--- config.mk ---
export PLATFORM = sky130hd
export DESIGN_NAME = uart_rx
export DESIGN_NICKNAME = d
export VERILOG_FILES = /design/src/rtl/uart_pkg.sv /design/src/rtl/uart_rx_sync.sv /design/src/rtl/uart_rx.sv
export SDC_FILE = /design/constraint.sdc
export NUM_CORES = 1
export LEC_CHECK = 0
export ABC_AREA = 1
export CAP_MARGIN = 40
export CORE_ASPECT_RATIO = 1.1
export CORE_MARGIN = 10
export CORE_UTILIZATION = 62
export CTS_BUF_LIST = sky130_fd_sc_hd__clkbuf_8
export CTS_CLUSTER_SIZE = 16
export DETAILED_ROUTE_END_ITERATION = 8
export GPL_TIMING_DRIVEN = 0
export PLACE_DENSITY_LB_ADDON = 0.15
export SLEW_MARGIN = 0
export SYNTH_ARGS = -nofsm -noshare
export SYNTH_HDL_FRONTEND = slang
export SYNTH_SLANG_ARGS = --single-unit
--- constraint.sdc ---
create_clock -name clk -period 2.5 [get_ports clk]
set_input_delay 0.375 -clock clk [delete_from_list [all_inputs] [get_ports clk]]
set_output_delay 0.375 -clock clk [all_outputs]
set_load 0.02 [all_outputs]
--- src/rtl/uart_pkg.sv ---
// Shared UART definitions: FSM state encoding and baud divisor arithmetic.
package uart_pkg;

  typedef enum logic [2:0] {
    ST_IDLE   = 3'd0,
    ST_START  = 3'd1,
    ST_DATA   = 3'd2,
    ST_PARITY = 3'd3,
    ST_STOP   = 3'd4,
    ST_BREAK  = 3'd5
  } uart_state_e;

  // Clock cycles per bit, rounded to nearest.
  function automatic int unsigned baud_div(input int unsigned clk_freq,
                                           input int unsigned baud);
    return (clk_freq + baud / 2) / baud;
  endfunction

endpackage

--- src/rtl/uart_rx_sync.sv ---
// Multi-flop synchroniser for an asynchronous input, resettable to a given level.
module uart_rx_sync #(
  parameter int unsigned STAGES    = 2,
  parameter logic        RESET_VAL = 1'b1
) (
  input  logic clk,
  input  logic reset_n,
  input  logic d,
  output logic q
);

  logic [STAGES-1:0] sync_ff;

  // Shift the raw input through the synchroniser chain.
  always_ff @(posedge clk or negedge reset_n) begin
    if (!reset_n) begin
      sync_ff <= {STAGES{RESET_VAL}};
    end else begin
      sync_ff <= {sync_ff[STAGES-2:0], d};
    end
  end

  assign q = sync_ff[STAGES-1];

endmodule

--- src/rtl/uart_rx.sv ---
// UART receiver, 8N1 LSB first, mid-bit sampling, valid/ready byte output.
// Optional macro UART_RX_PARITY_EN switches the frame to 8E1 with parity checking.
module uart_rx
  import uart_pkg::*;
#(
  parameter int unsigned CLK_FREQ = 12000000,
  parameter int unsigned BAUD     = 115200
) (
  input  logic       clk,
  input  logic       reset_n,
  input  logic       rx,
  output logic [7:0] data,
  output logic       valid,
  input  logic       ready,
  output logic       frame_err,
  output logic       overrun,
  output logic       parity_err
);

  localparam int unsigned DIVI = baud_div(CLK_FREQ, BAUD);
  localparam int unsigned HALF = DIVI / 2;
  localparam int unsigned CW   = (DIVI > 1) ? $clog2(DIVI) : 1;

  localparam logic [CW-1:0] CNT_HALF = CW'(HALF - 1);
  localparam logic [CW-1:0] CNT_FULL = CW'(DIVI - 1);

  logic          rx_s;
  uart_state_e   state;
  logic [CW-1:0] cnt;
  logic [3:0]    bit_idx;
  logic [7:0]    shreg;
  logic          byte_ok_c;

  uart_rx_sync #(
    .STAGES    (2),
    .RESET_VAL (1'b1)
  ) u_sync (
    .clk     (clk),
    .reset_n (reset_n),
    .d       (rx),
    .q       (rx_s)
  );

`ifdef UART_RX_PARITY_EN
  logic par_bad;
  assign byte_ok_c = !par_bad;
`else
  assign byte_ok_c  = 1'b1;
  assign parity_err = 1'b0;
`endif

  // Frame FSM, shift register and output handshake.
  always_ff @(posedge clk or negedge reset_n) begin
    if (!reset_n) begin
      state     <= ST_IDLE;
      cnt       <= '0;
      bit_idx   <= '0;
      shreg     <= '0;
      data      <= '0;
      valid     <= 1'b0;
      frame_err <= 1'b0;
      overrun   <= 1'b0;
`ifdef UART_RX_PARITY_EN
      parity_err <= 1'b0;
      par_bad    <= 1'b0;
`endif
    end else begin
      frame_err <= 1'b0;
      overrun   <= 1'b0;
`ifdef UART_RX_PARITY_EN
      parity_err <= 1'b0;
`endif
      // Consumer takes the byte; a completion below may reload it.
      if (valid && ready) begin
        valid <= 1'b0;
      end

      case (state)
        ST_IDLE: begin
          cnt <= '0;
          if (!rx_s) begin
            state <= ST_START;
          end
        end

        ST_START: begin
          if (cnt == CNT_HALF) begin
            cnt     <= '0;
            bit_idx <= '0;
            state   <= rx_s ? ST_IDLE : ST_DATA;
`ifdef UART_RX_PARITY_EN
            par_bad <= 1'b0;
`endif
          end else begin
            cnt <= cnt + CW'(1);
          end
        end

        ST_DATA: begin
          if (cnt == CNT_FULL) begin
            cnt     <= '0;
            shreg   <= {rx_s, shreg[7:1]};
            bit_idx <= bit_idx + 4'd1;
            if (bit_idx == 4'd7) begin
`ifdef UART_RX_PARITY_EN
              state <= ST_PARITY;
`else
              state <= ST_STOP;
`endif
            end
          end else begin
            cnt <= cnt + CW'(1);
          end
        end

`ifdef UART_RX_PARITY_EN
        ST_PARITY: begin
          if (cnt == CNT_FULL) begin
            cnt        <= '0;
            par_bad    <= ^{shreg, rx_s};
            parity_err <= ^{shreg, rx_s};
            state      <= ST_STOP;
          end else begin
            cnt <= cnt + CW'(1);
          end
        end
`endif

        ST_STOP: begin
          if (cnt == CNT_FULL) begin
            cnt <= '0;
            if (rx_s) begin
              state <= ST_IDLE;
              if (byte_ok_c) begin
                if (!valid || ready) begin
                  data  <= shreg;
                  valid <= 1'b1;
                end else begin
                  overrun <= 1'b1;
                end
              end
            end else begin
              frame_err <= 1'b1;
              state     <= ST_BREAK;
            end
          end else begin
            cnt <= cnt + CW'(1);
          end
        end

        ST_BREAK: begin
          cnt <= '0;
          if (rx_s) begin
            state <= ST_IDLE;
          end
        end

        default: begin
          state <= ST_IDLE;
          cnt   <= '0;
        end
      endcase
    end
  end

endmodule

==> load_flow_metrics.sql <==
INSERT INTO impl_metrics (metric_group, metric, value, unit) VALUES
('place', 'gp_congestion', '0.790', ''),
('power', 'power_leakage', '0.905', 'nW'),
('die', 'floorplan.initialDensity', '64.4', '%'),
('routing', 'detailedRoute.firstIterationViolations', '66', ''),
('critical_path', 'crit_cells', '1', ''),
('status', 'status', 'complete, no violations', ''),
('min_path', 'classification_of_the_worst_slack_hold_path', 'input port to async pin', ''),
('critical_path', 'arrival_time_of_data_at_the_critical_path_endpoint', '1.26', 'ns'),
('routing', 'finalWirelength', '2.93', 'mm'),
('die', 'die_wd', '68.3', 'µm'),
('sta', 'setup_violations', '0', ''),
('synthesis', 'synth_cells', '177', ''),
('sta', 'finalWorstPathRequiredPeriod', '1.63', 'ns'),
('global_route', 'via_count_of_the_first_global_routing_pass', '1218', ''),
('synthesis', 'yosys.area.top_type_share', '51.8', '%'),
('power', 'vdd.ir_drop.worst', '515', 'µV'),
('critical_path', 'path_max_fanout', '2', ''),
('synthesis', 'synth_fp_nets', '183', ''),
('sta', 'finalCritPeriodShare', '65.3', '%'),
('synthesis', 'post_synth_mux_area_share', '0', '%'),
('critical_path', 'cp_num_buf_inv', '1', ''),
('sta', 'timing.max_slew.rel_slack', '48.2', '%'),
('die', 'placeableCoreArea', '0.00247', 'mm²'),
('synthesis', 'synth.avg_cell_area', '9.00', 'µm²'),
('synthesis', 'synth_sequential_area_ratio', '55.1', '%'),
('die', 'height_of_the_chip', '73.2', 'µm'),
('die', 'die_area', '0.00500', 'mm²'),
('sta', 'slew_viol_final', '0', ''),
('clocking', 'numCtsBuffers', '5', ''),
('synthesis', 'most_area_hungry_cell_type_in_the_yosys_netlist', 'sky130_fd_sc_hd__dfrtp_1', ''),
('synthesis', 'edff_count_synth', '0', ''),
('place', 'placed_area', '0.00177', 'mm²'),
('critical_path', 'r2r-start', 'cnt[0]$_DFF_PN0_', ''),
('layout', 'share_of_post_route_cells_with_drive_strength_above_1', '16.1', '%'),
('critical_path', 'r2r-end', 'data[7]$_DFFE_PN0P_', ''),
('synthesis', 'yosys_warnings', '0', ''),
('layout', 'flow.area_growth_from_synthesis', '16.0', '%'),
('sta', 'skew', '0.00571', 'ns'),
('place', 'dp.final_hpwl', '2.13', 'mm'),
('synthesis', 'synth_adder_area_share', '1.57', '%'),
('critical_path', 'timing.critical_path.slowest_cell_delay', '0.61', 'ns'),
('layout', 'multi_input_comb_area', '619', 'µm²'),
('clocking', 'clockRootBuffer', 'sky130_fd_sc_hd__clkbuf_8', ''),
('flow_run', 'timing.max_cap.violations', '0', ''),
('routing', 'viasPerCell', '5.14', ''),
('synthesis', 'synth_simple_gate_area_share', '26.7', '%'),
('die', 'placementRows', '19', ''),
('clocking', 'numClockSinks', '35', ''),
('routing', 'wl_per_cell', '12.7', 'µm'),
('sta', 'hold_viol_final', '0', ''),
('critical_path', 'cp-start-kind', 'register', ''),
('sta', 'rsz0062_at_grt', 'no', ''),
('layout', 'fillers', '194', ''),
('synthesis', 'netlist_area', '0.00159', 'mm²'),
('clocking', 'clk_pin_slew', '0.07', 'ns'),
('clocking', 'cts.path.max_buffers', '2', ''),
('synthesis', 'main_combinational_cell_family_by_area_after_synthesis', 'simple AND/OR/NAND/NOR gates', ''),
('critical_path', 'worst_setup_path_endpoint', 'data[0]', ''),
('layout', 'final-seq-area', '878', 'µm²'),
('sta', 'timing_worst_slew_pin_value', '0.777', 'ns'),
('routing', 'post_route_drc_violation_count', '0', ''),
('global_route', 'maximum_number_of_pins_on_one_net_before_global_route_repair', '36', ''),
('synthesis', 'synth-xor-area-share', '2.75', '%'),
('routing', 'postRouteAntennaNets', '0', ''),
('global_route', 'grt_first_pass_wirelength', '5.21', 'mm'),
('clocking', 'cts_tree', 'yes', ''),
('layout', 'layout.nets', '204', ''),
('global_route', 'antenna_found_initial', '0', ''),
('critical_path', 'crit_chain', 'clkdlybuf4s50_1', ''),
('routing', 'vias_after_detailed_routing', '1183', ''),
('synthesis', 'synth_compound_gate_area_share', '7.62', '%');
-- per-layer routing --
layer | routed length, µm | vias to the layer above | track usage, %
met4 | 59 | 0 | 6.94
met3 | 164 | 6 | 3.99
met2 | 1500 | 24 | 22.5
met5 | 0 | - | 0
met1 | 1210 | 557 | 14.8
li1 | - | 596 | -
-- placed cells by master (no fill, tap or decap), drive strengths merged --
| cell | count |
|---|---|
| a31o | 1 |
| o21ai | 15 |
| nand4 | 3 |
| clkbuf | 5 |
| dfrtp | 33 |
| nor2 | 23 |
| or2 | 1 |
| xor2 | 1 |
| nand2 | 55 |
| nand3 | 11 |
| ha | 2 |
| conb | 1 |
| inv | 21 |
| nor3b | 1 |
| a31oi | 1 |
| clkdlybuf4s50 | 13 |
| clkinv | 1 |
| dfstp | 2 |
| buf | 4 |
| xnor2 | 4 |
| a21oi | 1 |
-- where the power goes --
part	total (mW)	switching (mW)	internal (mW)	leakage (nW)
Clock	0.375	0.188	0.187	0.0505
Sequential	0.571	0.00138	0.569	0.467
Combinational	0.0175	0.0129	0.00463	0.387
Total	0.963	0.202	0.761	0.905
-- cell type report --
| cell class | count | area share, % |
|---|---|---|
| sequential | 35 | 47.5 |
| multi-input combinational | 120 | 33.5 |
| timing repair buffer | 14 | 7.31 |
| inverter | 19 | 3.86 |
| clock buffer | 5 | 3.72 |
| tap | 31 | 2.10 |
| buffer | 3 | 1.29 |
| clock inverter | 3 | 0.677 |
-- sequential cells by signal, summed over array words and instances (netlist names) --
| register | flops |
|---|---|
| data | 8 |
| shreg | 8 |
| cnt | 7 |
| bit_idx | 4 |
| state | 3 |
| u_sync.sync_ff | 2 |
| frame_err | 1 |
| overrun | 1 |
| valid | 1 |
-- worst min-delay path by stage --
stage / endpoint / from / slack [ns]
after CTS: cnt[2]$_DFF_PN0_ / reset_n / 0.18
after global placement: u_sync.sync_ff[1]$_DFF_PN1_ / u_sync.sync_ff[0]$_DFF_PN1_ / 0.35
after floorplan: bit_idx[0]$_DFFE_PN0P_ / reset_n / 0.08
final: overrun$_DFF_PN0_ / reset_n / 0.17
after global routing: overrun$_DFF_PN0_ / reset_n / 0.21
after detailed placement: u_sync.sync_ff[1]$_DFF_PN1_ / u_sync.sync_ff[0]$_DFF_PN1_ / 0.35
-- through the flow --
step                instances  setup slack, ns  hold slack, ns  power (mW)  util (%)
floorplan                 177             1.06          0.0794       0.584         -
global placement          222            0.403           0.346       0.599      71.7
detailed placement        222            0.911           0.350       0.599      71.5
CTS                       230            0.857           0.184       0.973      74.7
global route              230            0.753           0.211        1.00      74.7
finish                    230            0.867           0.172       0.963      74.7
-- logic make-up (layout without fill, tap and decap cells) --
kind of cell,count (synthesis),in the layout
AOI/OAI and AO/OA,18,18
xor gates and xnor gates,5,5
adders and majority gates,2,2
buffers and inverters,22,44
DFF,35,35
other,1,1
and+or+nand+nor,94,94
-- synth_stat cells, types with 2 or more instances --
cell type / number
sky130_fd_sc_hd__nand2_1: 50
sky130_fd_sc_hd__nand4_1: 3
sky130_fd_sc_hd__dfrtp_1: 33
sky130_fd_sc_hd__xnor2_1: 4
sky130_fd_sc_hd__nor2_1: 20
sky130_fd_sc_hd__nand3_1: 9
sky130_fd_sc_hd__inv_1: 17
sky130_fd_sc_hd__nand3_2: 2
sky130_fd_sc_hd__o21ai_0: 7
sky130_fd_sc_hd__o21ai_2: 7
sky130_fd_sc_hd__nor2_4: 2
sky130_fd_sc_hd__ha_1: 2
sky130_fd_sc_hd__dfstp_2: 2
sky130_fd_sc_hd__nand2_2: 4
sky130_fd_sc_hd__inv_2: 2
No activity file was read; power rests on OpenSTA's default activity.
